<file path="src/rtl/iterative_shifter_pkg.sv">
// Shared command codes and state encoding for the multicycle shift unit.
// The ALU control decoder drives shifter_control with these same constants.
package iterative_shifter_pkg;

    typedef enum logic [2:0] {
        CMD_NOP  = 3'b000,
        CMD_LOAD = 3'b001,
        CMD_SLL  = 3'b010,
        CMD_SRL  = 3'b011,
        CMD_SRA  = 3'b100
    } cmd_e;

    typedef enum logic [1:0] {
        ST_IDLE  = 2'b00,
        ST_SHIFT = 2'b01,
        ST_DONE  = 2'b10
    } state_e;

endpackage

</file>
<file path="src/rtl/iterative_shifter_shift_step.sv">
// Single-bit shift step over WIDTH bits, selected by the latched op.
// Non-shift ops pass the operand through unchanged.
module shift_step
    import iterative_shifter_pkg::*;
#(
    parameter int WIDTH = 32
) (
    input  cmd_e             op,
    input  logic [WIDTH-1:0] d,
    output logic [WIDTH-1:0] q
);

    always_comb begin
        q = d;
        unique case (op)
            CMD_SLL: q = {d[WIDTH-2:0], 1'b0};
            CMD_SRL: q = {1'b0, d[WIDTH-1:1]};
            CMD_SRA: q = {d[WIDTH-1], d[WIDTH-1:1]};
            default: q = d;
        endcase
    end

endmodule

</file>
<file path="src/rtl/iterative_shifter.sv">
// Multicycle shifter: LOAD an operand, then shift one bit per clock
// until the captured amount is exhausted; busy/done are registered.
module iterative_shifter
    import iterative_shifter_pkg::*;
#(
    parameter int WIDTH = 32,
    parameter int CNT_W = 5
) (
    input  logic             clk,
    input  logic             reset,
    input  logic [2:0]       shifter_control,
    input  logic [WIDTH-1:0] data_in,
    input  logic [CNT_W-1:0] shamt,
    output logic [WIDTH-1:0] data_out,
    output logic             busy,
    output logic             done
);

    state_e             state_q, state_d;
    cmd_e               op_q, op_d;
    logic [CNT_W-1:0]   cnt_q, cnt_d;
    logic [WIDTH-1:0]   data_q, data_d;
    logic [WIDTH-1:0]   step_out;
    logic               busy_q, done_q;

    shift_step #(.WIDTH(WIDTH)) u_step (
        .op (op_q),
        .d  (data_q),
        .q  (step_out)
    );

    always_comb begin
        state_d = state_q;
        op_d    = op_q;
        cnt_d   = cnt_q;
        data_d  = data_q;
        unique case (state_q)
            ST_SHIFT: begin
                // Commands are ignored until the count drains.
                if (cnt_q == '0) begin
                    state_d = ST_DONE;
                end else begin
                    data_d = step_out;
                    cnt_d  = cnt_q - CNT_W'(1);
                end
            end
            default: begin
                state_d = ST_IDLE;
                unique case (shifter_control)
                    CMD_LOAD: data_d = data_in;
                    CMD_SLL, CMD_SRL, CMD_SRA: begin
                        op_d    = cmd_e'(shifter_control);
                        cnt_d   = shamt;
                        state_d = ST_SHIFT;
                    end
                    default: ;
                endcase
            end
        endcase
    end

    always_ff @(posedge clk or posedge reset) begin
        if (reset) begin
            state_q <= ST_IDLE;
            op_q    <= CMD_NOP;
            cnt_q   <= '0;
            data_q  <= '0;
            busy_q  <= 1'b0;
            done_q  <= 1'b0;
        end else begin
            state_q <= state_d;
            op_q    <= op_d;
            cnt_q   <= cnt_d;
            data_q  <= data_d;
            busy_q  <= (state_d == ST_SHIFT);
            done_q  <= (state_d == ST_DONE);
        end
    end

    assign data_out = data_q;
    assign busy     = busy_q;
    assign done     = done_q;

endmodule
</file>
<file path="config.mk">
export PLATFORM = sky130hd
export DESIGN_NAME = iterative_shifter
export DESIGN_NICKNAME = d
export VERILOG_FILES = /design/src/rtl/iterative_shifter_pkg.sv /design/src/rtl/iterative_shifter_shift_step.sv /design/src/rtl/iterative_shifter.sv
export SDC_FILE = /design/constraint.sdc
export NUM_CORES = 1
export LEC_CHECK = 0
export BUFFER_PORTS_ARGS = -buffer_cell sky130_fd_sc_hd__clkbuf_2
export CORE_UTILIZATION = 39
export CTS_CLUSTER_SIZE = 8
export DETAILED_ROUTE_END_ITERATION = 10
export PLACE_DENSITY = 0.72
export RECOVER_POWER = 100
export SYNTH_ARGS = -nofsm -noshare
export SYNTH_HDL_FRONTEND = slang
export SYNTH_SLANG_ARGS = --single-unit
export TNS_END_PERCENT = 1
</file>
<file path="constraint.sdc">
create_clock -name clk -period 2.75 [get_ports clk]
set_clock_uncertainty 0.2 [all_clocks]
set_input_delay 0.1375 -clock clk [delete_from_list [all_inputs] [get_ports clk]]
set_output_delay 0.1375 -clock clk [all_outputs]
set_load 0.01 [all_outputs]
</file>
======== Word-level counts from Yosys, hierarchy flattened ========
Cells that the tools add are included.
Widths: inputs -> output; s select.
storage, ports and cells
  register bits ........................... 44
  output and inout bits ................... 34
  logic and storage cells ................. 41
cells by class
  $add $sub $neg .......................... 1
  equal/unequal tests ..................... 14
  multiplexer cells ....................... 10
  bitwise operators ....................... 1
  reductions and logical operators ........ 8
operators by type and width
  cell                 number
  $mux 32              3
  $pmux 32 s3          1
  $mux 5               3
  $eq 3x2->1 const B   4
  $eq 3x3->1 const B   2
  $logic_not 5->1      1
  $sub 5x1->5 const B  1
  $eq 2x1->1 const B   2
  $mux 2               2
  $ne 2x2->1 const B   2
  $ne 4x1->1 const B   1
  $reduce_and 2->1     2
  $reduce_and 4->1     1
  $reduce_bool 2->1    2
  $eq 3x1->1 const B   1
  $ne 3x1->1 const B   1
  $reduce_and 3->1     1
  $reduce_or 3->1      1
  $eq 2x2->1 const B   1
  $mux 1               1
  $not 1->1            1

======== Depth between registers and ports, before layout ========
  depth in word-level cells ............... 5
  gate-level depth with buffers ........... 8

======== Cells and area by module ========
Synthesis repeated with hierarchy kept, for this count alone.
unflattened totals
  cells, all modules ...................... 417
  area total of the unflattened synthesis .. 3,611.0 um2
modules (own cells, without submodules)
  module             instances  cells each  area an instance (um2)  seq. area each (um2)
  iterative_shifter  1          193         2,049.5                 1,101.1
  shift_step         1          224         1,561.5                 0.0

======== Least setup slack after synthesis ========
Ideal clock, no wire load.
  kind .................................... reg-to-reg
  start ................................... register cnt_q[0]
  end ..................................... register data_q[0] (netlist: data_out[0])
  library setup time ...................... 127 ps
  arrival time ............................ 1,841 ps
  required time ........................... 2,423 ps
  setup slack ............................. 582 ps
  cell stages (with the launch flop) ...... 9
  buffers on the path ..................... 2
  clock period less this slack ............ 2,168 ps
  path through ............................ dfrtp_1 > inv_1 > ha_1 > or4b_1 > o211ai_1 > and2_4 > buf_6 > buf_6 > o21ai_0
between the ends
  cells in the longest elaborated chain, start to end .. 3
RTL lines
  what                               RTL line                 RTL
  start: declaration                 iterative_shifter.sv:21  logic [CNT_W-1:0] cnt_q, cnt_d;
  start signal: assignment           iterative_shifter.sv:73  cnt_q <= cnt_d;
  $logic_not 5->1                    iterative_shifter.sv:40  if (cnt_q == '0) begin
  $ne 2x2->1 (no source line)        -
  $reduce_and 3->1 (no source line)  -
  end signal: assignment             iterative_shifter.sv:74  data_q <= data_d;
  end: declaration                   iterative_shifter.sv:22  logic [WIDTH-1:0] data_q, data_d;
Every way passes these cells.
A chain may end at the register's enable or synchronous reset.

======== Worst setup path in the final report ========
  start ................................... register cnt_q[0]
  end ..................................... register data_q[24] (netlist: data_out[24])
The elaborated chain is that of the path after synthesis.

==> results.md <==
- Final setup margin: about 0.32 ns
- CP max stage delay: 0.56 ns
- Syn Std Cell Area: between 2000 and 3000 um^2
- Num CTS Buffers: 5
- Setup WS pre-CTS: approximately 0.38 ns
- Clk Tree Root Cell: clkbuf_8
- Syn_nets: 330
- RSZ-0062 raised after global routing: false
- CP max-delay cell: or4b_1
- Max cap viols: 1
- Sequential share of the synthesized area: 41.0%
- Critical-path maximum fanout: 12
- NumNets Final: 433
- Vias: 2634
- FMAX: between 0.4 and 0.5 GHz
- Htree depth: 2
- Fill count: between 600 and 700
- Sink Count: 44
- Top FF cell, synth: dfrtp_1
- Drt total wl: around 7500 um
- PwrDens: around 1200 nW/um^2
- Synth top area cells: dfrtp_1 41%, o31ai_2 14%, a211oi_1 8.4%
- Gr busiest metal: met2
- Synth top area share: between 40 and 50%
- Commonest non-fill, non-tap cells in the layout: 44 x dfrtp_1, 42 x clkbuf_2, 41 x nor2_1, 39 x dlygate4sd3_1, 35 x clkbuf_1
- ANT cells: 0
- Arrival time at the worst endpoint: between 2 and 2.5 ns
- Cell taking the most area after synthesis: dfrtp_1
- GP Congestion: about 0.77
- Syn Area/Cell: slightly above 9 um^2
- Most common cell after layout, fill and taps aside: dfrtp_1
- Total power: 4.27 mW
- Multi-input gate area: around 1300 um^2
- Antenna-violating nets left: 0
- Met2 Use GR: approximately 35%
- Final setup fails: 0
- Core footprint: roughly 6500 um^2
- Setup TNS: 0 ns
- Per-cell routed wire length: approximately 16 um
- Clk buf depth: 2
- Final Max Tran Viols: 45
- CTS Hold Bufs: 39
- Worst skew pair latency: 0.31 ns
- Max-slew headroom: -13.1%
- Routed vias/inst: between 5 and 6
- Synth cell types: 33
- Critical Path Sink Type: flip-flop
- Fin crit period: 2.43 ns
- Simple-gate share of the synthesized area: roughly 25%
- Largest family of logic cells by synthesized area: compound AO/OA/AOI/OAI gates
- Reg area: 1100 um^2
- # IOs: 76
- DRC viols: 5
- Post-Synthesis Cells: about 290
- Post-synth EDFFs: 0
- Largest net degree at the start of global routing: 45
- Fraction of registers with async set/reset: 100%
- Initial DRC count: approximately 190
- CP Cell Sequence: inv_1, ha_1, or4b_1, o211ai_1, and2_4, clkbuf_2, o31ai_1
- Startpoint Class: flip-flop
- Failing checks: DRC, capacitance limit, slew limit
- Die height: 85.0 um
- GRT met1 Usage: between 20 and 30%
- First-pass GRT wire length: between 10000 and 15000 um
- CP Class: reg -> reg
- Peak supply drop: just over 0.6 mV
- Area grow syn2layout: 29.2%
- WP data required: 2.73 ns
- Final Hold Viols: 0
- CTS tree: done
- Synth warn: 0
- Number of global-route vias before repair: 2601
- Fin crit share: slightly below 90%
- CTS resizes: 0
- Layout cells sized above 1: about a fifth
- Chip Width: roughly 85 um
- DIE AREA: 7220 um^2
- Complex-gate fraction of the synthesized area: a little over a quarter
- Dpl hpwl: 4840 um
- Initial Utilization: roughly 41%
- P_leak: 1.59 nW
- Outcome: finished, violations left
- Post-CTS Setup Bufs: 0
- Initial antenna violation count: 0
- Grt met3 use: roughly 4%
- GRT Overall Usage: approximately 22%
- Worst-margin pin slew: 1.70 ns
- #FFs+latches synth: between 40 and 50
- Adder-cell share of the synthesized area: less than 1%
- Class of the worst hold path: in -> reg
- Gr ovfl total: 0
- PortBufs: 75
- CTS clk-pin slew, worst paths: about 0.10 ns
- Drt first pass iters: 10
- XOR/XNOR Fraction of Synth Area: 0%
- Placement row count: 29
- Mux cell area share after synthesis: 1.21%
[final timing paths]
kind	end	from	slack, ns	cells past startpoint
max in group asynchronous	data_out[30]	reset	0.67	3
min	data_out[31]	data_in[31]	0.01	4
max reg2reg	data_out[24]	cnt_q[0]	0.32	7
max	data_out[24]	cnt_q[0]	0.32	7
min in group asynchronous	data_out[7]	reset	0.69	3
min reg2reg	cnt_q[4]	cnt_q[4]	0.33	2
[Yosys cell counts (3+ instances only)]
| master | instances |
|---|---|
| dfrtp_1 | 44 |
| nor2_1 | 41 |
| nand3_1 | 34 |
| a211oi_1 | 30 |
| and3_1 | 30 |
| o31ai_2 | 29 |
| clkbuf_1 | 22 |
| o21ai_0 | 8 |
| buf_6 | 6 |
| inv_1 | 4 |
| nand2_1 | 4 |
| nor2b_1 | 4 |
| nor3_1 | 4 |
| nor3b_1 | 3 |
[flip-flops by register name, summed over array words and instances (netlist names)]
name and count:
busy 1, cnt_q 5, data_out 32, done 1, op_q 3, state_q 2
[area by class of cell]
class	count	area share, %
sequential	44	31.7
clock inverter	3	1.23
timing repair buffer	126	23.6
multi-input combinational	209	38.2
tap	77	2.78
inverter	4	0.433
clock buffer	5	1.98
[per-stage QoR]
step                instances  hold WS (ns)  utilization [%]  instance area [um^2]
CTS                       468       0.00356             55.6                  3610
finish                    468        0.0130             53.4                  3470
global placement          421         0.189             47.9                  3110
global route              468       0.00608             53.4                  3470
detailed placement        421         0.194             47.9                  3110
floorplan                 287        0.0452                -                  2690
[routing by layer]
metal	vias to the layer above	share of wire, %
met5	-	0
met4	0	1.6
met3	9	5.3
met2	80	47
met1	1277	46
li1	1268	-
[critical path: cells and delay by family, from the launching register on]
| kind | cells | cell delay (ns) |
|---|---|---|
| flip-flops | 1 | 0.40 |
| AO/OA/AOI/OAI | 2 | 0.29 |
| buffers and inverters | 2 | 0.35 |
| adder cells (fa/ha/maj) | 1 | 0.22 |
| AND/OR/NAND/NOR | 2 | 0.85 |
[cells by family after synthesis]
kind of cell | after synthesis
AO/OA/AOI/OAI | 77
flip-flops | 44
multiplexers | 3
AND/OR/NAND/NOR | 128
adder cells (fa/ha/maj) | 1
buffers and inverters | 34
[power by group]
| part | internal, mW | total, mW | switching [mW] |
|---|---|---|---|
| registers | 0.950 | 1.23 | 0.280 |
| logic | 1.07 | 2.53 | 1.46 |
| clock network | 0.269 | 0.509 | 0.240 |
No activity file was read; power rests on OpenSTA's default activity.
